<file path="src/rtl/id_ex_stage_pkg.sv">
// id_ex_stage_pkg: shared ALUOp encodings, register-index width and control bundle
package id_ex_stage_pkg;
    localparam int REG_W = 5;

    typedef enum logic [1:0] {
        ALUOP_ADD   = 2'b00,
        ALUOP_SUB   = 2'b01,
        ALUOP_FUNCT = 2'b10,
        ALUOP_IMM   = 2'b11
    } aluop_e;

    typedef struct packed {
        logic   RegWrite;
        logic   MemToReg;
        logic   MemRead;
        logic   MemWrite;
        logic   ALUSrc;
        logic   RegDst;
        aluop_e ALUOp;
    } ctrl_t;
endpackage

</file>
<file path="src/rtl/id_ex_stage_if.sv">
// id_ex_stage_if: decode-side inputs and EX-side registered outputs of the ID/EX register
interface id_ex_stage_if
    import id_ex_stage_pkg::*;
#(
    parameter int DATA_W = 32
);
    logic              ID_Valid_i;
    logic [REG_W-1:0]  ID_RegRS_i, ID_RegRT_i, ID_RegRD_i;
    logic [DATA_W-1:0] ID_Data1_i, ID_Data2_i, ID_SignExt_i;
    logic              ID_RegWrite_i, ID_MemToReg_i, ID_MemRead_i, ID_MemWrite_i, ID_ALUSrc_i, ID_RegDst_i;
    logic [1:0]        ID_ALUOp_i;
    logic              IE_Valid_o;
    logic [REG_W-1:0]  IE_RegRS_o, IE_RegRT_o, IE_RegRD_o;
    logic [DATA_W-1:0] IE_Data1_o, IE_Data2_o, IE_SignExt_o;
    logic              IE_RegWrite_o, IE_MemToReg_o, IE_MemRead_o, IE_MemWrite_o, IE_ALUSrc_o, IE_RegDst_o;
    logic [1:0]        IE_ALUOp_o;

    modport master (
        output ID_Valid_i, ID_RegRS_i, ID_RegRT_i, ID_RegRD_i, ID_Data1_i, ID_Data2_i, ID_SignExt_i,
               ID_RegWrite_i, ID_MemToReg_i, ID_MemRead_i, ID_MemWrite_i, ID_ALUSrc_i, ID_RegDst_i, ID_ALUOp_i,
        input  IE_Valid_o, IE_RegRS_o, IE_RegRT_o, IE_RegRD_o, IE_Data1_o, IE_Data2_o, IE_SignExt_o,
               IE_RegWrite_o, IE_MemToReg_o, IE_MemRead_o, IE_MemWrite_o, IE_ALUSrc_o, IE_RegDst_o, IE_ALUOp_o
    );

    modport slave (
        input  ID_Valid_i, ID_RegRS_i, ID_RegRT_i, ID_RegRD_i, ID_Data1_i, ID_Data2_i, ID_SignExt_i,
               ID_RegWrite_i, ID_MemToReg_i, ID_MemRead_i, ID_MemWrite_i, ID_ALUSrc_i, ID_RegDst_i, ID_ALUOp_i,
        output IE_Valid_o, IE_RegRS_o, IE_RegRT_o, IE_RegRD_o, IE_Data1_o, IE_Data2_o, IE_SignExt_o,
               IE_RegWrite_o, IE_MemToReg_o, IE_MemRead_o, IE_MemWrite_o, IE_ALUSrc_o, IE_RegDst_o, IE_ALUOp_o
    );
endinterface

</file>
<file path="src/rtl/load_use_detect.sv">
// load_use_detect: flags an ID instruction that reads the destination of a load now in EX
module load_use_detect
    import id_ex_stage_pkg::*;
(
    input  logic             i_ie_valid,
    input  logic             i_ie_memread,
    input  logic [REG_W-1:0] i_ie_rt,
    input  logic             i_id_valid,
    input  logic [REG_W-1:0] i_id_rs,
    input  logic [REG_W-1:0] i_id_rt,
    input  logic             i_flush,
    output logic             o_hazard
);
    // $0 never carries a dependency, and a flushed ID instruction needs no stall
    always_comb begin
        o_hazard = i_ie_valid & i_ie_memread & (i_ie_rt != '0) & i_id_valid &
                   ((i_ie_rt == i_id_rs) | (i_ie_rt == i_id_rt)) & ~i_flush;
    end
endmodule

</file>
<file path="src/rtl/id_ex_stage.sv">
// id_ex_stage: ID/EX pipeline register with load-use bubble insertion and bubble counter
module id_ex_stage
    import id_ex_stage_pkg::*;
#(
    parameter int DATA_W = 32
)(
    input  logic         clk_i,
    input  logic         rst_n_i,
    input  logic         stall_i,
    input  logic         flush_i,
    id_ex_stage_if.slave bus,
    output logic         HazardStall_o,
    output logic [15:0]  BubbleCnt_o
);
    logic              r_valid;
    logic [REG_W-1:0]  r_rs, r_rt, r_rd;
    logic [DATA_W-1:0] r_d1, r_d2, r_imm;
    ctrl_t             r_ctrl;
    logic [15:0]       r_cnt;
    ctrl_t             w_id_ctrl;
    logic              w_bubble;

    assign w_id_ctrl = '{RegWrite: bus.ID_RegWrite_i, MemToReg: bus.ID_MemToReg_i, MemRead: bus.ID_MemRead_i,
                         MemWrite: bus.ID_MemWrite_i, ALUSrc: bus.ID_ALUSrc_i, RegDst: bus.ID_RegDst_i,
                         ALUOp: aluop_e'(bus.ID_ALUOp_i)};
    assign w_bubble  = flush_i | HazardStall_o;

    load_use_detect u_detect (
        .i_ie_valid   (r_valid),
        .i_ie_memread (r_ctrl.MemRead),
        .i_ie_rt      (r_rt),
        .i_id_valid   (bus.ID_Valid_i),
        .i_id_rs      (bus.ID_RegRS_i),
        .i_id_rt      (bus.ID_RegRT_i),
        .i_flush      (flush_i),
        .o_hazard     (HazardStall_o)
    );

    // Stall freezes everything; a bubble kills side effects and register ids; otherwise load ID
    always_ff @(posedge clk_i or negedge rst_n_i) begin
        if (!rst_n_i) begin
            r_valid <= 1'b0;
            r_rs    <= '0;
            r_rt    <= '0;
            r_rd    <= '0;
            r_d1    <= '0;
            r_d2    <= '0;
            r_imm   <= '0;
            r_ctrl  <= '0;
            r_cnt   <= '0;
        end else if (!stall_i) begin
            if (w_bubble) begin
                r_valid         <= 1'b0;
                r_ctrl.RegWrite <= 1'b0;
                r_ctrl.MemRead  <= 1'b0;
                r_ctrl.MemWrite <= 1'b0;
                r_ctrl.MemToReg <= 1'b0;
                r_rs            <= '0;
                r_rt            <= '0;
                r_rd            <= '0;
                r_cnt           <= (r_cnt == 16'hFFFF) ? r_cnt : r_cnt + 16'd1;
            end else begin
                r_valid <= bus.ID_Valid_i;
                r_rs    <= bus.ID_RegRS_i;
                r_rt    <= bus.ID_RegRT_i;
                r_rd    <= bus.ID_RegRD_i;
                r_d1    <= bus.ID_Data1_i;
                r_d2    <= bus.ID_Data2_i;
                r_imm   <= bus.ID_SignExt_i;
                r_ctrl  <= w_id_ctrl;
            end
        end
    end

    assign bus.IE_Valid_o    = r_valid;
    assign bus.IE_RegRS_o    = r_rs;
    assign bus.IE_RegRT_o    = r_rt;
    assign bus.IE_RegRD_o    = r_rd;
    assign bus.IE_Data1_o    = r_d1;
    assign bus.IE_Data2_o    = r_d2;
    assign bus.IE_SignExt_o  = r_imm;
    assign bus.IE_RegWrite_o = r_ctrl.RegWrite;
    assign bus.IE_MemToReg_o = r_ctrl.MemToReg;
    assign bus.IE_MemRead_o  = r_ctrl.MemRead;
    assign bus.IE_MemWrite_o = r_ctrl.MemWrite;
    assign bus.IE_ALUSrc_o   = r_ctrl.ALUSrc;
    assign bus.IE_RegDst_o   = r_ctrl.RegDst;
    assign bus.IE_ALUOp_o    = r_ctrl.ALUOp;
    assign BubbleCnt_o       = r_cnt;
endmodule

</file>
<file path="src/flat_wrapper.sv">
// flat-port wrapper written by rule: the top's interface ports become plain ports
module id_ex_stage_flat import id_ex_stage_pkg::*;
#(
    parameter int DATA_W = 32
)
  (clk_i, rst_n_i, stall_i, flush_i, HazardStall_o, BubbleCnt_o, bus_ID_Valid_i, bus_ID_RegRS_i, bus_ID_RegRT_i, bus_ID_RegRD_i, bus_ID_Data1_i, bus_ID_Data2_i, bus_ID_SignExt_i, bus_ID_RegWrite_i, bus_ID_MemToReg_i, bus_ID_MemRead_i, bus_ID_MemWrite_i, bus_ID_ALUSrc_i, bus_ID_RegDst_i, bus_ID_ALUOp_i, bus_IE_Valid_o, bus_IE_RegRS_o, bus_IE_RegRT_o, bus_IE_RegRD_o, bus_IE_Data1_o, bus_IE_Data2_o, bus_IE_SignExt_o, bus_IE_RegWrite_o, bus_IE_MemToReg_o, bus_IE_MemRead_o, bus_IE_MemWrite_o, bus_IE_ALUSrc_o, bus_IE_RegDst_o, bus_IE_ALUOp_o);
  id_ex_stage_if #(.DATA_W(DATA_W)) bus_i ();
  input  logic clk_i;
  input  logic rst_n_i;
  input  logic stall_i;
  input  logic flush_i;
  output logic HazardStall_o;
  output logic [15:0] BubbleCnt_o;
  input wire logic [$bits(bus_i.ID_Valid_i)-1:0] bus_ID_Valid_i;
  input wire logic [$bits(bus_i.ID_RegRS_i)-1:0] bus_ID_RegRS_i;
  input wire logic [$bits(bus_i.ID_RegRT_i)-1:0] bus_ID_RegRT_i;
  input wire logic [$bits(bus_i.ID_RegRD_i)-1:0] bus_ID_RegRD_i;
  input wire logic [$bits(bus_i.ID_Data1_i)-1:0] bus_ID_Data1_i;
  input wire logic [$bits(bus_i.ID_Data2_i)-1:0] bus_ID_Data2_i;
  input wire logic [$bits(bus_i.ID_SignExt_i)-1:0] bus_ID_SignExt_i;
  input wire logic [$bits(bus_i.ID_RegWrite_i)-1:0] bus_ID_RegWrite_i;
  input wire logic [$bits(bus_i.ID_MemToReg_i)-1:0] bus_ID_MemToReg_i;
  input wire logic [$bits(bus_i.ID_MemRead_i)-1:0] bus_ID_MemRead_i;
  input wire logic [$bits(bus_i.ID_MemWrite_i)-1:0] bus_ID_MemWrite_i;
  input wire logic [$bits(bus_i.ID_ALUSrc_i)-1:0] bus_ID_ALUSrc_i;
  input wire logic [$bits(bus_i.ID_RegDst_i)-1:0] bus_ID_RegDst_i;
  input wire logic [$bits(bus_i.ID_ALUOp_i)-1:0] bus_ID_ALUOp_i;
  output wire logic [$bits(bus_i.IE_Valid_o)-1:0] bus_IE_Valid_o;
  output wire logic [$bits(bus_i.IE_RegRS_o)-1:0] bus_IE_RegRS_o;
  output wire logic [$bits(bus_i.IE_RegRT_o)-1:0] bus_IE_RegRT_o;
  output wire logic [$bits(bus_i.IE_RegRD_o)-1:0] bus_IE_RegRD_o;
  output wire logic [$bits(bus_i.IE_Data1_o)-1:0] bus_IE_Data1_o;
  output wire logic [$bits(bus_i.IE_Data2_o)-1:0] bus_IE_Data2_o;
  output wire logic [$bits(bus_i.IE_SignExt_o)-1:0] bus_IE_SignExt_o;
  output wire logic [$bits(bus_i.IE_RegWrite_o)-1:0] bus_IE_RegWrite_o;
  output wire logic [$bits(bus_i.IE_MemToReg_o)-1:0] bus_IE_MemToReg_o;
  output wire logic [$bits(bus_i.IE_MemRead_o)-1:0] bus_IE_MemRead_o;
  output wire logic [$bits(bus_i.IE_MemWrite_o)-1:0] bus_IE_MemWrite_o;
  output wire logic [$bits(bus_i.IE_ALUSrc_o)-1:0] bus_IE_ALUSrc_o;
  output wire logic [$bits(bus_i.IE_RegDst_o)-1:0] bus_IE_RegDst_o;
  output wire logic [$bits(bus_i.IE_ALUOp_o)-1:0] bus_IE_ALUOp_o;
  assign bus_i.ID_Valid_i = bus_ID_Valid_i;
  assign bus_i.ID_RegRS_i = bus_ID_RegRS_i;
  assign bus_i.ID_RegRT_i = bus_ID_RegRT_i;
  assign bus_i.ID_RegRD_i = bus_ID_RegRD_i;
  assign bus_i.ID_Data1_i = bus_ID_Data1_i;
  assign bus_i.ID_Data2_i = bus_ID_Data2_i;
  assign bus_i.ID_SignExt_i = bus_ID_SignExt_i;
  assign bus_i.ID_RegWrite_i = bus_ID_RegWrite_i;
  assign bus_i.ID_MemToReg_i = bus_ID_MemToReg_i;
  assign bus_i.ID_MemRead_i = bus_ID_MemRead_i;
  assign bus_i.ID_MemWrite_i = bus_ID_MemWrite_i;
  assign bus_i.ID_ALUSrc_i = bus_ID_ALUSrc_i;
  assign bus_i.ID_RegDst_i = bus_ID_RegDst_i;
  assign bus_i.ID_ALUOp_i = bus_ID_ALUOp_i;
  assign bus_IE_Valid_o = bus_i.IE_Valid_o;
  assign bus_IE_RegRS_o = bus_i.IE_RegRS_o;
  assign bus_IE_RegRT_o = bus_i.IE_RegRT_o;
  assign bus_IE_RegRD_o = bus_i.IE_RegRD_o;
  assign bus_IE_Data1_o = bus_i.IE_Data1_o;
  assign bus_IE_Data2_o = bus_i.IE_Data2_o;
  assign bus_IE_SignExt_o = bus_i.IE_SignExt_o;
  assign bus_IE_RegWrite_o = bus_i.IE_RegWrite_o;
  assign bus_IE_MemToReg_o = bus_i.IE_MemToReg_o;
  assign bus_IE_MemRead_o = bus_i.IE_MemRead_o;
  assign bus_IE_MemWrite_o = bus_i.IE_MemWrite_o;
  assign bus_IE_ALUSrc_o = bus_i.IE_ALUSrc_o;
  assign bus_IE_RegDst_o = bus_i.IE_RegDst_o;
  assign bus_IE_ALUOp_o = bus_i.IE_ALUOp_o;
  id_ex_stage #(.DATA_W(DATA_W)) u_core (.clk_i(clk_i), .rst_n_i(rst_n_i), .stall_i(stall_i), .flush_i(flush_i), .bus(bus_i), .HazardStall_o(HazardStall_o), .BubbleCnt_o(BubbleCnt_o));
endmodule
</file>
<file path="config.mk">
export PLATFORM = sky130hd
export DESIGN_NAME = id_ex_stage_flat
export DESIGN_NICKNAME = d
export VERILOG_FILES = /design/src/rtl/id_ex_stage_pkg.sv /design/src/rtl/id_ex_stage_if.sv /design/src/rtl/load_use_detect.sv /design/src/rtl/id_ex_stage.sv /design/src/flat_wrapper.sv
export SDC_FILE = /design/constraint.sdc
export NUM_CORES = 1
export LEC_CHECK = 0
export CELL_PAD_IN_SITES_DETAIL_PLACEMENT = 1
export CELL_PAD_IN_SITES_GLOBAL_PLACEMENT = 1
export CORE_MARGIN = 3
export CORE_UTILIZATION = 29
export CTS_BUF_LIST = sky130_fd_sc_hd__clkbuf_4 sky130_fd_sc_hd__clkbuf_8
export DETAILED_ROUTE_END_ITERATION = 8
export PLACE_DENSITY_LB_ADDON = 0.1
export SYNTH_ARGS = -nofsm -noshare
export SYNTH_HDL_FRONTEND = slang
export SYNTH_SLANG_ARGS = --single-unit
</file>
<file path="constraint.sdc">
create_clock -name clk_i -period 1.9 [get_ports clk_i]
set_input_delay 0.19 -clock clk_i [delete_from_list [all_inputs] [get_ports clk_i]]
set_output_delay 0.19 -clock clk_i [all_outputs]
set_load 0.03 [all_outputs]
</file>
==> out/qor.csv <==
stage,metric,value,unit
placed_design,place_ws,-466,ps
worst_setup_path,crit_cells,7,
worst_setup_path,crit_buf_inv,2,
power_and_ir_drop,combPwrFrac,32.2,%
worst_setup_path,setup.worst_path.end_class,flop,
route,drc,0,
layout,drive_gt1_share,26.2,%
logic_synthesis,synth_mux_area_share,21.1,%
placed_design,port_buffers,260,
power_and_ir_drop,p_total,9.44,mW
logic_synthesis,yosys_warnings,0,
layout,syn_to_final_growth,79.6,%
worst_setup_path,slowest_delay,470,ps
layout,antenna_cells,0,
power_and_ir_drop,switching_share,31.4,%
clocking,root_buffer,clkbuf_8,
grt,grt_use_met1,19.0,%
grt,antenna_found_initial,0,
power_and_ir_drop,p_switching,2.96,mW
timing,period_needed,2160,ps
placed_design,hpwl,13000,um
grt,grt_max_degree,42,
timing,drv_slew,0,
logic_synthesis,synth-seq-cells,136,
power_and_ir_drop,internal-power,6.47,mW
worst_setup_path,worstRegToRegCells,7,
worst_setup_path,cp_max_fo,19,
clocking,clk_path_buf_depth,2,
power_and_ir_drop,total_leakage_power,4.12,nW
grt,overflow,0,
worst_setup_path,crit_family,compound AO/OA/AOI/OAI gates,
floorplanning,dieHeight,142,um
floorplanning,io_pins,261,
route,drt_iter0_markers,93,
route,ant_nets,0,
route,wl_per_cell,19.0,um
clocking,cts_tree,yes,
clocking,clk_latency,440,ps
logic_synthesis,synth-simple-area-share,4.62,%
clocking,cts.htree.levels,4,
grt,grtUsageMet2,29.8,%
grt,track_usage,16.7,%
run_status,outcome,"complete, but fails checks",
logic_synthesis,ys_seq_area_share,63.2,%
layout,final_cell_mix,"clkdlybuf4s50_1, dfrtp_1, mux2_1",
timing,fin_ws,-260,ps
power_and_ir_drop,p_clk_share,29.8,%
worst_setup_path,critPathArrivalTime,2480,ps
timing,worstMarginPinSlew,497,ps
worst_setup_path,crit_path_start_kind,flop,
timing,fmax,0.463,GHz
run,maxCapViolCount,0,
floorplanning,die_area,0.0202,sq mm
logic_synthesis,syn_area,0.00539,sq mm
power_and_ir_drop,peakVddDrop,0.000745,V
clocking,cts_buffers,17,
layout,fin_nets,796,
timing,rsz0062_at_grt,yes,
grt,grt_pass1_wl,26100,um
logic_synthesis,synth_compound_gate_area_share,4.13,%
clocking,cts.clk_slew.worst_paths,80,ps
grt,grt_pass1_vias,4621,
worst_setup_path,slowest_stage,dfrtp_2,
logic_synthesis,synth_top_family_by_area,multiplexers,
power_and_ir_drop,power_density,976,mW/mm^2
timing,setup_viol,124,
logic_synthesis,synth_cell_type_count,27,
placed_design,gp_congestion,0.792,
floorplanning,rows,49,
logic_synthesis,syn_area_per_cell,15.3,sq um
floorplanning,core,0.0181,sq mm
route,wirelength,17300,um
timing,min_period_over_period,114,%
floorplanning,start_util,29.8,%
logic_synthesis,synth_xor_area_share,4.07,%
route,dr.pass1.iters,4,
layout,final_common_cell,clkdlybuf4s50_1,
worst_setup_path,crit_type,flop to flop,
route,routed_via_density,4.60,
timing,hold_viol,0,
logic_synthesis,syn_inst,352,
worst_setup_path,worstPathCellList,xor2_2 > nor3_2 > a22o_1 > a211oi_4 > buf_12 > buf_12 > mux2_2,
grt,use_met3,5.44,%
run_status,violations,negative setup slack,
power_and_ir_drop,p_seq_share,38.1,%
logic_synthesis,syn_nets,477,
clocking,cts_sinks,136,
floorplanning,die_width,142,um
timing,clock_skew,14.0,ps
grt,gr-max-usage-layer,met2,
worst_setup_path,crit_top_cell,buf_12,
timing,relSlewSlack,66.9,%
logic_synthesis,synth-adder-area-share,0.232,%
route,dr_total_vias,4203,
min_path,hp-class,input port to async pin,
worst_setup_path,worstPathRequired,2220,ps
==> kinds of logic (layout without fill, tap and decap cells) <==
group / Yosys count / in the layout
AO/OA/AOI/OAI: 26 / 26
XOR/XNOR: 25 / 25
adder cells (fa/ha/maj): 1 / 1
buffers and inverters: 19 / 351
flip-flops: 136 / 136
multiplexers: 101 / 101
AND/OR/NAND/NOR: 44 / 44
==> per-stage QoR <==
step | utilization [%] | setup TNS (ps) | instances | area (sq um) | hold WS [ps]
global route | 53.5 | -35150 | 913 | 9670 | 234
finish | 53.5 | -24480 | 913 | 9670 | 234
floorplan | - | -5800 | 352 | 5430 | -106
global placement | 47.6 | -46990 | 863 | 8610 | 142
detailed placement | 47.6 | -51450 | 863 | 8610 | 144
CTS | 51.9 | -21040 | 902 | 9390 | 215
==> final timing paths <==
check / from / end / slack (ps)
worst max register to register: u_core.bus.IE_RegRT_o[2]$_DFFE_PN0N_ / u_core.bus.IE_ALUOp_o[0]$_DFFE_PN0P_ / -260
worst min-delay path: rst_n_i / u_core.bus.IE_Data1_o[23]$_DFFE_PN0P_ / 230
max in group asynchronous: rst_n_i / u_core.bus.IE_RegRT_o[0]$_DFFE_PN0N_ / 1080
min in group clk_i: bus_ID_RegRD_i[1] / u_core.bus.IE_RegRD_o[1]$_DFFE_PN0N_ / 340
worst min register to register: u_core.bus.IE_SignExt_o[19]$_DFFE_PN0P_ / u_core.bus.IE_SignExt_o[19]$_DFFE_PN0P_ / 480
worst max-delay path: u_core.bus.IE_RegRT_o[2]$_DFFE_PN0N_ / u_core.bus.IE_ALUOp_o[0]$_DFFE_PN0P_ / -260
==> final cells by class <==
type / count / area (sq um)
Fill cell: 1770 / 8410
Timing Repair Buffer: 318 / 3250
Sequential cell: 136 / 3410
Clock inverter: 11 / 195
Inverter: 1 / 3.75
Tap cell: 229 / 287
Clock buffer: 21 / 277
Multi-Input combinational cell: 197 / 2250
==> state kept, by name, summed over array words and instances, names as in the netlist <==
register and count:
u_core.bus.IE_SignExt_o 32, u_core.bus.IE_RegRS_o 5, u_core.BubbleCnt_o 16, u_core.bus.IE_RegRT_o 5, u_core.bus.IE_MemToReg_o 1, u_core.bus.IE_ALUSrc_o 1, u_core.bus.IE_RegWrite_o 1, u_core.bus.IE_MemRead_o 1
u_core.bus.IE_Data2_o 32, u_core.bus.IE_Data1_o 32, u_core.bus.IE_MemWrite_o 1, u_core.bus.IE_ALUOp_o 2, u_core.bus.IE_RegRD_o 5, u_core.bus.IE_RegDst_o 1, u_core.bus.IE_Valid_o 1
==> per-layer routing <==
layer	share of wire, %	wire length [um]
met1	40	6870
met3	7.6	1310
met4	1.3	233
met5	0	0
met2	51	8930
==> power groups by stage <==
| stage | Clock, mW | Sequential [mW] | Combinational [mW] |
|---|---|---|---|
| 2_1_floorplan | 0 | 4.47 | 0.487 |
| 3_3_place_gp | 0 | 3.61 | 2.80 |
| 3_5_place_dp | 0 | 3.63 | 2.86 |
| 4_1_cts | 2.92 | 3.59 | 2.95 |
| 5_1_grt | 3.04 | 3.65 | 3.18 |
| 6_report | 2.81 | 3.59 | 3.04 |
==> cell usage after synthesis <==
| cell | count | share of area (%) |
|---|---|---|
| clkbuf_1 | 3 | 0.21 |
| xor2_1 | 21 | 3.4 |
| o21ai_0 | 1 | 0.093 |
| a221oi_1 | 1 | 0.16 |
| buf_6 | 8 | 1.7 |
| nor4b_1 | 3 | 0.49 |
| buf_2 | 6 | 0.56 |
| nor2_1 | 5 | 0.35 |
| and2_1 | 1 | 0.12 |
| buf_4 | 1 | 0.14 |
| nand3_1 | 5 | 0.46 |
| nand2_1 | 7 | 0.49 |
| dfrtp_1 | 136 | 63 |
| a21oi_1 | 1 | 0.093 |
| inv_1 | 1 | 0.070 |
| a211oi_2 | 1 | 0.23 |
| or4_1 | 3 | 0.42 |
| a22o_1 | 21 | 3.4 |
| nor4_1 | 7 | 0.81 |
| and4_1 | 3 | 0.49 |
| mux2_1 | 80 | 17 |
| ha_1 | 1 | 0.23 |
| nand4_1 | 3 | 0.35 |
| mux2_2 | 21 | 4.4 |
| nor3_1 | 7 | 0.65 |
| o21bai_1 | 1 | 0.14 |
| xnor2_1 | 4 | 0.65 |
==> timing repair <==
item                       in CTS  in global routing
setup endpoints to repair     132                136
hold buffers                    1                  0
gates cloned                    0                  3
pin swaps                      23                 13
setup buffers                   6                  8
gates resized for setup        43                 40
hold endpoints to repair       38                  0
(Power assumes the default switching activity.)
